`config.mk`:
```
export PLATFORM = sky130hd
export DESIGN_NAME = mem_access_unit_flat
export DESIGN_NICKNAME = d
export VERILOG_FILES = /design/src/rtl/mem_pkg.sv /design/src/rtl/mem_access_unit_if.sv /design/src/rtl/mem_arb.sv /design/src/rtl/mem_access_unit.sv /design/src/flat_wrapper.sv
export SDC_FILE = /design/constraint.sdc
export NUM_CORES = 1
export LEC_CHECK = 0
export CORE_ASPECT_RATIO = 1.1
export CORE_UTILIZATION = 32
export DETAILED_ROUTE_END_ITERATION = 8
export PLACE_DENSITY = 0.82
export SYNTH_ARGS = -nofsm -noshare
export SYNTH_HDL_FRONTEND = slang
export SYNTH_SLANG_ARGS = --single-unit
export TNS_END_PERCENT = 5
```
`constraint.sdc`:
```
create_clock -name clk -period 2.05 [get_ports clk]
set_input_delay 0.3075 -clock clk [delete_from_list [all_inputs] [get_ports clk]]
set_output_delay 0.3075 -clock clk [all_outputs]
set_load 0.005 [all_outputs]
```
`src/rtl/mem_pkg.sv`:
```
// Shared widths and the grant encoding for the memory access unit.
// Imported by the arbiter, the bus interface and the top.
package mem_pkg;

   localparam int ADDR_W     = 5;
   localparam int DATA_W     = 8;
   localparam int STARVE_MAX = 3;

   typedef enum logic [1:0] {
      GNT_NONE,
      GNT_IF,
      GNT_D
   } gnt_e;

endpackage : mem_pkg

```
`src/rtl/mem_access_unit_if.sv`:
```
// Fetch and data request/response channels between the datapath and the unit.
// The datapath side is the master; the access unit is the slave.
interface mem_access_unit_if #(
   parameter int ADDR_W = mem_pkg::ADDR_W,
   parameter int DATA_W = mem_pkg::DATA_W
);

   logic              if_req;
   logic [ADDR_W-1:0] if_addr;
   logic              if_ready;
   logic              if_valid;
   logic [DATA_W-1:0] if_rdata;

   logic              d_req;
   logic              d_we;
   logic [ADDR_W-1:0] d_addr;
   logic [DATA_W-1:0] d_wdata;
   logic              d_ready;
   logic              d_valid;
   logic [DATA_W-1:0] d_rdata;

   modport master (
      output if_req, if_addr,
      input  if_ready, if_valid, if_rdata,
      output d_req, d_we, d_addr, d_wdata,
      input  d_ready, d_valid, d_rdata
   );

   modport slave (
      input  if_req, if_addr,
      output if_ready, if_valid, if_rdata,
      input  d_req, d_we, d_addr, d_wdata,
      output d_ready, d_valid, d_rdata
   );

endinterface : mem_access_unit_if

```
`src/rtl/mem_arb.sv`:
```
// Fetch/data arbiter: data wins by default, fetch is forced after STARVE_MAX
// consecutive data grants that kept a pending fetch waiting.
module mem_arb
   import mem_pkg::*;
#(
   parameter int STARVE_MAX = mem_pkg::STARVE_MAX
) (
   input  logic clk,
   input  logic rst,
   input  logic if_req,
   input  logic d_req,
   output gnt_e gnt
);

   localparam int CNT_W = $clog2(STARVE_MAX + 1);
   localparam logic [CNT_W-1:0] CNT_MAX = CNT_W'(STARVE_MAX);

   logic [CNT_W-1:0] starve_cnt;

   // NOTE: every output of a combinational block gets a default first so no
   // path leaves it unassigned and a latch is never inferred.
   always_comb begin
      gnt = GNT_NONE;
      if (rst) begin
         gnt = GNT_NONE;
      end else if (d_req && if_req) begin
         gnt = (starve_cnt == CNT_MAX) ? GNT_IF : GNT_D;
      end else if (d_req) begin
         gnt = GNT_D;
      end else if (if_req) begin
         gnt = GNT_IF;
      end
   end

   // NOTE: sequential state uses non-blocking assignments so every flop
   // samples its inputs from before the edge, independent of block order.
   always_ff @(posedge clk or posedge rst) begin
      if (rst) begin
         starve_cnt <= '0;
      end else if (!if_req || gnt == GNT_IF) begin
         starve_cnt <= '0;
      end else if (gnt == GNT_D && starve_cnt != CNT_MAX) begin
         starve_cnt <= starve_cnt + 1'b1;
      end
   end

endmodule : mem_arb

```
`src/rtl/mem_access_unit.sv`:
```
// Single-port front end for the main memory: arbitrates fetch and data
// requests onto one combinational-read port and registers the responses.
module mem_access_unit
   import mem_pkg::*;
#(
   parameter int ADDR_W     = mem_pkg::ADDR_W,
   parameter int DATA_W     = mem_pkg::DATA_W,
   parameter int STARVE_MAX = mem_pkg::STARVE_MAX
) (
   input  logic              clk,
   input  logic              rst,
   mem_access_unit_if.slave  bus,
   output logic              mem_we,
   output logic [ADDR_W-1:0] mem_addr,
   output logic [DATA_W-1:0] mem_din,
   input  logic [DATA_W-1:0] mem_dout
);

   gnt_e gnt;

   mem_arb #(
      .STARVE_MAX (STARVE_MAX)
   ) u_arb (
      .clk    (clk),
      .rst    (rst),
      .if_req (bus.if_req),
      .d_req  (bus.d_req),
      .gnt    (gnt)
   );

   assign bus.if_ready = (gnt == GNT_IF);
   assign bus.d_ready  = (gnt == GNT_D);

   always_comb begin
      mem_we   = 1'b0;
      mem_addr = '0;
      mem_din  = '0;
      case (gnt)
         GNT_D: begin
            mem_we   = bus.d_we;
            mem_addr = bus.d_addr;
            mem_din  = bus.d_wdata;
         end
         GNT_IF: begin
            mem_addr = bus.if_addr;
         end
         default: ;
      endcase
   end

   // NOTE: asynchronous reset acts immediately, without waiting for a clock,
   // so the response registers are cleared the moment rst rises.
   always_ff @(posedge clk or posedge rst) begin
      if (rst) begin
         bus.if_valid <= 1'b0;
         bus.d_valid  <= 1'b0;
         bus.if_rdata <= '0;
         bus.d_rdata  <= '0;
      end else begin
         bus.if_valid <= (gnt == GNT_IF);
         bus.d_valid  <= (gnt == GNT_D);
         if (gnt == GNT_IF) begin
            bus.if_rdata <= mem_dout;
         end
         // Stores respond on d_valid but keep the last loaded word.
         if (gnt == GNT_D && !bus.d_we) begin
            bus.d_rdata <= mem_dout;
         end
      end
   end

endmodule : mem_access_unit

```
`src/flat_wrapper.sv`:
```
// flat-port wrapper written by rule: the top's interface ports become plain ports
module mem_access_unit_flat import mem_pkg::*;
#(
   parameter int ADDR_W     = mem_pkg::ADDR_W,
   parameter int DATA_W     = mem_pkg::DATA_W,
   parameter int STARVE_MAX = mem_pkg::STARVE_MAX
)
  (clk, rst, mem_we, mem_addr, mem_din, mem_dout, bus_if_req, bus_if_addr, bus_if_ready, bus_if_valid, bus_if_rdata, bus_d_req, bus_d_we, bus_d_addr, bus_d_wdata, bus_d_ready, bus_d_valid, bus_d_rdata);
  mem_access_unit_if #(.ADDR_W(ADDR_W), .DATA_W(DATA_W)) bus_i ();
  input  logic clk;
  input  logic rst;
  output logic mem_we;
  output logic [ADDR_W-1:0] mem_addr;
  output logic [DATA_W-1:0] mem_din;
  input  logic [DATA_W-1:0] mem_dout;
  input wire logic [$bits(bus_i.if_req)-1:0] bus_if_req;
  input wire logic [$bits(bus_i.if_addr)-1:0] bus_if_addr;
  output wire logic [$bits(bus_i.if_ready)-1:0] bus_if_ready;
  output wire logic [$bits(bus_i.if_valid)-1:0] bus_if_valid;
  output wire logic [$bits(bus_i.if_rdata)-1:0] bus_if_rdata;
  input wire logic [$bits(bus_i.d_req)-1:0] bus_d_req;
  input wire logic [$bits(bus_i.d_we)-1:0] bus_d_we;
  input wire logic [$bits(bus_i.d_addr)-1:0] bus_d_addr;
  input wire logic [$bits(bus_i.d_wdata)-1:0] bus_d_wdata;
  output wire logic [$bits(bus_i.d_ready)-1:0] bus_d_ready;
  output wire logic [$bits(bus_i.d_valid)-1:0] bus_d_valid;
  output wire logic [$bits(bus_i.d_rdata)-1:0] bus_d_rdata;
  assign bus_i.if_req = bus_if_req;
  assign bus_i.if_addr = bus_if_addr;
  assign bus_if_ready = bus_i.if_ready;
  assign bus_if_valid = bus_i.if_valid;
  assign bus_if_rdata = bus_i.if_rdata;
  assign bus_i.d_req = bus_d_req;
  assign bus_i.d_we = bus_d_we;
  assign bus_i.d_addr = bus_d_addr;
  assign bus_i.d_wdata = bus_d_wdata;
  assign bus_d_ready = bus_i.d_ready;
  assign bus_d_valid = bus_i.d_valid;
  assign bus_d_rdata = bus_i.d_rdata;
  mem_access_unit #(.ADDR_W(ADDR_W), .DATA_W(DATA_W), .STARVE_MAX(STARVE_MAX)) u_core (.clk(clk), .rst(rst), .bus(bus_i), .mem_we(mem_we), .mem_addr(mem_addr), .mem_din(mem_din), .mem_dout(mem_dout));
endmodule
```
==> summary.txt, run 1 <==
Clock tree
  – Num CTS Buffers: 3
  – Root Driver: clkbuf_4
  – CTS Buffer Depth: 2
  – Htree depth: 1
  – Worst-Skew Late Latency: 0.29 ns
  – Post-CTS Hold Buffers: 0
  – CTS tree: yes
  – CTS Sinks: 20
  – Clock transition at path regs: 0.11 ns

Outcome
  – Outcome: complete, but fails checks
  – Failing checks: negative setup slack

Timing
  – Final number of setup-violating endpoints: 23
  – Fin crit period: 2.30 ns
  – Post-Route Skew: 0.00489 ns
  – Fin. Hold Viols: 0
  – Max Slew Vio Count: 0
  – Setup_tns: -2.63 ns
  – Slew @ Worst Pin: 0.258 ns
  – RSZ-0062 raised after global routing: yes
  – Setup WS post-layout: -0.254 ns
  – Worst hold margin: 0.443 ns
  – Max-Slew Margin vs Limit: 82.8%
  – Period utilization: 112%
  – Max frequency: 434 MHz

Synth
  – Post-synthesis sequential area ratio: 51.5%
  – Cell area after synthesis: 972 sq um
  – #FFs+latches synth: 20
  – Post-synth EDFFs: 0
  – Leading area contributor after synthesis: dfrtp_1
  – Cell with the most instances after synthesis: dfrtp_1
  – Post-synth top cells: dfrtp_1 (20), and2_1 (9), mux2_2 (8), mux2_4 (8), nor2_1 (7)
  – Yosys top cell area share: 51.5%
  – Prevailing post-synth register cell: dfrtp_1
  – FFs w/ async S/R, synth: 100%
  – Mapped Cells: 76
  – Avg Inst Size Synth: 12.8 sq um
  – Synth Warn #: 0
  – Yosys cell types: 18
  – Post-synthesis net count: 111
  – Largest cells by area after synthesis: dfrtp_1 (51%), mux2_4 (12%), mux2_2 (9.3%), and2_1 (5.8%), ha_1 (5.1%)

Pwr
  – Switching share of power: 23.4%
  – P_sw: 0.264 mW
  – Leakage power: 0.854 nW
  – Seq pwr share: 44.3%
  – Peak supply drop: 351 uV
  – PwrDens: 611 nW/um^2
  – Total Power: 1.13 mW
  – Comb power frac: 35.9%
  – Internal power: 0.865 mW
  – Clock power share: 19.8%

Worst setup path
  – CP endpoint kind: primary output
  – Slowest CP cell: dfrtp_1
  – CP Launch Type: flop
  – CP Class: flop to primary output
  – Crit path largest cell delay: 0.38 ns
  – FF-to-FF path depth: 10
  – Critical Path, Cell by Cell: ha_2 -> nand2b_4 -> and3_4 -> inv_2 -> ha_4 -> buf_12 -> buf_6 -> a22oi_2 -> nor2_1 -> buf_2
  – Arrival @ worst endpoint: 2.00 ns
  – Critical-path maximum fanout: 7
  – Critical Path RT: 1.74 ns

Routing
  – Via count: 905
  – Post-DRT Antenna Nets: 0
  – Drt total wl: 2.68 mm
  – Number of detailed-route iterations in the first pass: 2
  – Drt drc: 0
  – Drt initial violations: 5
  – WL/cell: 14.2 microns
  – Vias per cell: 4.79

Place
  – GP Congestion: 0.704
  – Pre-CTS WS: -0.482 ns
  – IO buf count: 64
  – Final HPWL DP: 1.88 mm
  – Placed Cells: 178

Floorplan
  – Ports: 65
  – Die area: 3260 sq um
  – Core Rows: 20
  – Core Area: 2830 sq um
  – Die height: 59.8 microns
  – Initial core utilization: 34.4%
  – Die Width: 54.6 microns

Global routing
  – Initial antenna violation count: 0
  – Total track usage: 19.3%
  – First-pass GRT wire length: 4.34 mm
  – Largest net degree at the start of global routing: 21
  – GRT overflow: 0
  – Vias in the first global route: 980

Finish
  – Non-filler cells, final: 189
  – Area grow syn2layout: 90.1%
  – Antenna diodes: 0
  – Share of cells above drive strength 1: 42.3%
  – Fill cell count: 223
  – Net count reported at finish: 192

Job
  – Max-cap viol count: 0

Worst hold path
  – Worst min path class: input pin to asynchronous set/reset pin
flip-flops by register name (all words and copies together) (netlist names):
signal,flops
u_core.bus.d_rdata,8
u_core.bus.d_valid,1
u_core.bus.if_valid,1
u_core.bus.if_rdata,8
u_core.u_arb.starve_cnt,2
power groups by stage:
stage          Clock (mW)  Combinational [mW]  Sequential [mW]
6_report            0.224               0.406            0.500
3_5_place_dp            0               0.385            0.508
4_1_cts             0.235               0.411            0.501
2_1_floorplan           0               0.123            0.513
3_3_place_gp            0               0.377            0.504
5_1_grt             0.256               0.439            0.509
cell families (layout without fill, tap and decap cells):
family	after synthesis	in the layout	share of synthesized area, %
AOI/OAI and AO/OA	5	5	3.86
xor gates and xnor gates	1	1	0.901
DFF	20	20	51.5
muxes	17	17	22.7
adders and majority gates	4	4	5.15
and+or+nand+nor	23	23	12.7
buffers and inverters	6	86	3.22
critical path, delay by kind of cell, from the launching register on:
| kind | cells | cell delay, ns |
|---|---|---|
| AND/OR/NAND/NOR | 3 | 0.39 |
| AO/OA/AOI/OAI | 1 | 0.15 |
| adder cells (fa/ha/maj) | 2 | 0.37 |
| buffers and inverters | 4 | 0.42 |
| flip-flops | 1 | 0.38 |
cell usage in the layout (no fill, tap or decap), drive strengths merged, types with 2 or more instances in the layout:
cell,instances
and2,9
a22oi,5
clkbuf,9
nand2b,3
dfrtp,20
nor2,7
buf,25
inv,2
mux2,16
clkdlybuf4s50,48
ha,4
area by class of cell:
type | count | area (sq um) | area share (%)
clock buffer | 4 | 36.3 | 1.96
inverter | 3 | 15.0 | 0.812
multi-input combinational | 50 | 515 | 27.9
sequential | 20 | 500 | 27.1
tap | 33 | 41.3 | 2.23
timing repair buffer | 79 | 739 | 40.0
per-layer routing:
metal  vias up  wire length [microns]  track usage, %
met1       431                    987            22.0
li1        415                      -               -
met2        55                   1430            33.1
met4         0                     34            7.69
met3         4                    219            5.34
met5         -                      0               0
worst paths after layout:
path / end / start / slack, ns
min reg2reg: u_core.bus.if_rdata[2] / u_core.bus.if_rdata[2] / 0.52
min in group clk: u_core.bus.if_rdata[2] / u_core.bus.if_rdata[2] / 0.52
max in group asynchronous: u_core.bus.if_rdata[2] / rst / 1.40
max: mem_addr[0] / u_core.u_arb.starve_cnt[1] / -0.25
max reg2reg: u_core.bus.d_rdata[5] / u_core.u_arb.starve_cnt[1] / -0.06
min: u_core.bus.if_valid / rst / 0.44
stage by stage:
step           area (sq um)  util (%)
3_5_place_dp           1720      60.9
2_1_floorplan           976         -
3_3_place_gp           1720      60.9
4_1_cts                1870      66.2
6_report               1850      65.4
5_1_grt                1850      65.4
what timing repair did:
action | 4_1_cts | 5_1_grt
pin swaps | 12 | 2
setup buffers | 6 | 0
endpoints found under the setup margin | 16 | 25
resized for setup | 70 | 5
cloned | 1 | 0
No activity file was read; power rests on OpenSTA's default activity.
==> run 2: changes to the inputs <==
--- a/config.mk
+++ b/config.mk
@@ -5,6 +5,8 @@
 export SDC_FILE = /design/constraint.sdc
 export NUM_CORES = 1
 export LEC_CHECK = 0
+export ABC_CLOCK_PERIOD_IN_PS = 2050
+export CAP_MARGIN = 20
 export CORE_ASPECT_RATIO = 1.1
 export CORE_UTILIZATION = 32
 export DETAILED_ROUTE_END_ITERATION = 8
==> results of run 2 <==
No change in the layout: final DEF, timing and power equal those of run 1.
==> run 3: changes to the inputs <==
--- a/config.mk
+++ b/config.mk
@@ -5,12 +5,15 @@
 export SDC_FILE = /design/constraint.sdc
 export NUM_CORES = 1
 export LEC_CHECK = 0
+export ABC_AREA = 0
 export ABC_CLOCK_PERIOD_IN_PS = 2050
 export CAP_MARGIN = 20
 export CORE_ASPECT_RATIO = 1.1
-export CORE_UTILIZATION = 32
+export CORE_MARGIN = 2
+export CORE_UTILIZATION = 54
 export DETAILED_ROUTE_END_ITERATION = 8
-export PLACE_DENSITY = 0.82
+export DONT_BUFFER_PORTS = 1
+export PLACE_DENSITY = 0.78
 export SYNTH_ARGS = -nofsm -noshare
 export SYNTH_HDL_FRONTEND = slang
 export SYNTH_SLANG_ARGS = --single-unit
==> run 3 against run 2 <==
Net effect:
- the run still ends with negative setup slack left
- critical endpoint is now mem_addr[2]
- sequential power is 3% higher
- highest routed layer unchanged
- sequential share of layout area is 17 points higher
- wire length is 32% lower
- setup slack better by 0.25 ns
- maximum frequency is 12% higher
- combinational power fell by 61%
- critical path type unchanged
- critical path depth shrank 2
- global-route usage fell by 2.3 points
==> summary.txt, run 3 (same netlist as run 1, synthesis figures left out) <==
Finish
  – Area grow syn2layout: 16.6%
  – Net count reported at finish: 120
  – Area of all sequential standard cells: 500 sq um
  – Regs by FF count: u_core.bus.d_rdata (8), u_core.bus.if_rdata (8), u_core.u_arb.starve_cnt (2)
  – Fill cell count: 124
  – Commonest cells after routing, fill and taps aside: dfrtp_1 (20), and2_1 (9), mux2_4 (8), mux2_2 (8), buf_4 (5)
  – Antenna diodes: 0
  – Multi-input logic area: 500 sq um
  – Commonest non-fill, non-tap cell in the layout: dfrtp_1
  – Share of cells above drive strength 1: 48.8%
  – Final Util: 65.1%

Clock tree
  – CTS tree: yes
  – CTS Buffer Depth: 2
  – Clock transition at path regs: 0.11 ns
  – Root Driver: clkbuf_4
  – Worst-Skew Late Latency: 0.29 ns
  – Htree depth: 1
  – CTS Sinks: 20
  – Num CTS Buffers: 3

Worst setup path
  – Crit path largest cell delay: 0.40 ns
  – Slowest CP cell: dfrtp_1
  – Critical Path RT: 1.74 ns
  – CP Launch Type: flop
  – CP Class: flop to primary output
  – CP endpoint kind: primary output
  – Arrival @ worst endpoint: 1.74 ns
  – Critical-path maximum fanout: 6
  – Critical Path, Cell by Cell: ha_2 -> nand2b_4 -> and3_4 -> inv_2 -> ha_4 -> buf_6 -> a22oi_2 -> nor2_2

Pwr
  – Leakage power: 0.512 nW
  – Clock power share: 24.8%
  – P_sw: 0.223 mW
  – Seq pwr share: 57.7%
  – Comb power frac: 17.5%
  – Peak supply drop: 482 uV
  – Switching share of power: 24.9%
  – Internal power: 0.674 mW
  – PwrDens: 791 nW/um^2

Outcome
  – Failing checks: negative setup slack
  – Outcome: complete, but fails checks

Floorplan
  – Die Width: 44.5 microns
  – Die height: 48.5 microns
  – Core Area: 1740 sq um
  – Initial core utilization: 55.8%
  – Die area: 2160 sq um
  – Ports: 65
  – Core Rows: 16

Routing
  – Post-DRT Antenna Nets: 0
  – WL/cell: 17.9 microns
  – Wl on met1: 704 microns
  – Vias per cell: 6.01
  – Number of detailed-route iterations in the first pass: 2
  – Routed wl met2: 941 microns
  – Drt drc: 0
  – Highest Signal Layer: met4
  – WL met3: 168 microns
  – Via count: 613
  – Drt initial violations: 5
  – Drt total wl: 1.82 mm

Global routing
  – GRT overflow: 0
  – Initial antenna violation count: 0
  – Total track usage: 17.0%
  – Largest net degree at the start of global routing: 20
  – First-pass GRT wire length: 2.74 mm
  – Vias in the first global route: 611

Timing
  – Max Slew Vio Count: 0
  – Max frequency: 487 MHz
  – Max-Slew Margin vs Limit: 84.0%
  – Fin crit period: 2.05 ns
  – RSZ-0062 raised after global routing: yes
  – Slew @ Worst Pin: 0.239 ns
  – Fin. Hold Viols: 0
  – Period utilization: 100%
  – Setup WS post-layout: -0.00195 ns
  – Final number of setup-violating endpoints: 2
  – Post-Route Skew: 0.00205 ns

Place
  – Final HPWL DP: 1.39 mm
  – Pre-CTS WS: 0.114 ns
  – GP Congestion: 0.830
  – IO buf count: 0

Worst hold path
  – Worst min path class: input pin to flop

Job
  – Max-cap viol count: 0
## run 3: worst max-delay path: cells and delay by family, from the launching register on
kind	cells	cell delay (ns)
fa+ha+maj	2	0.35
buf+inv	2	0.19
compound gates	1	0.06
flops	1	0.40
simple gates	3	0.46
## run 3: per-stage QoR
stage	cell area, sq um	setup TNS, ns	std cells	hold slack [ns]	power (mW)
2_1_floorplan	976	0	76	0.167	0.636
3_3_place_gp	1020	0	96	0.0628	0.664
3_5_place_dp	1020	0	96	0.0598	0.672
4_1_cts	1100	0	102	0.151	0.898
5_1_grt	1130	-0.885	102	0.136	0.945
6_report	1130	-0.00269	102	0.155	0.897
## run 3: power groups by stage
stage	sequential (mW)	combinational (mW)	clock [mW]
floorplan	0.513	0.123	0
global placement	0.525	0.139	0
detailed placement	0.529	0.144	0
CTS	0.520	0.153	0.225
global route	0.527	0.170	0.247
finish	0.517	0.157	0.223
## run 3: timing repair
action                     4_1_cts  5_1_grt
hold buffers                     1        0
hold endpoints to repair        20        0
resized for setup                7        9
cloned                           0        0
setup buffers                    1        0
pin swaps                        4        8
setup endpoints to repair       14       14
## run 3: final cells by class
| cell class | count | area share [%] |
|---|---|---|
| timing repair buffer | 7 | 5.19 |
| clock buffer | 4 | 3.20 |
| inverter | 3 | 1.32 |
| sequential | 20 | 44.2 |
| tap | 18 | 1.99 |
| multi-input combinational | 50 | 44.2 |
## run 3: per-layer routing
metal / GRT usage [%] / vias up
met5: 0 / -
met4: 6.06 / 0
met3: 3.73 / 2
met2: 30.1 / 48
met1: 19.2 / 291
li1: - / 272
## run 3: worst paths after layout
| check | start | to | slack [ns] | cells past startpoint |
|---|---|---|---|---|
| hold / removal | mem_dout[1] | u_core.bus.d_rdata[1] | 0.16 | 1 |
| hold reg to reg | u_core.bus.if_rdata[1] | u_core.bus.if_rdata[1] | 0.54 | 1 |
| max in group asynchronous | rst | u_core.bus.d_rdata[0] | 1.32 | 3 |
| setup reg to reg | u_core.u_arb.starve_cnt[0] | u_core.bus.d_rdata[3] | 0.25 | 8 |
| setup / recovery | u_core.u_arb.starve_cnt[0] | mem_addr[2] | -0.002 | 8 |
| min in group asynchronous | rst | u_core.bus.if_valid | 0.30 | 2 |
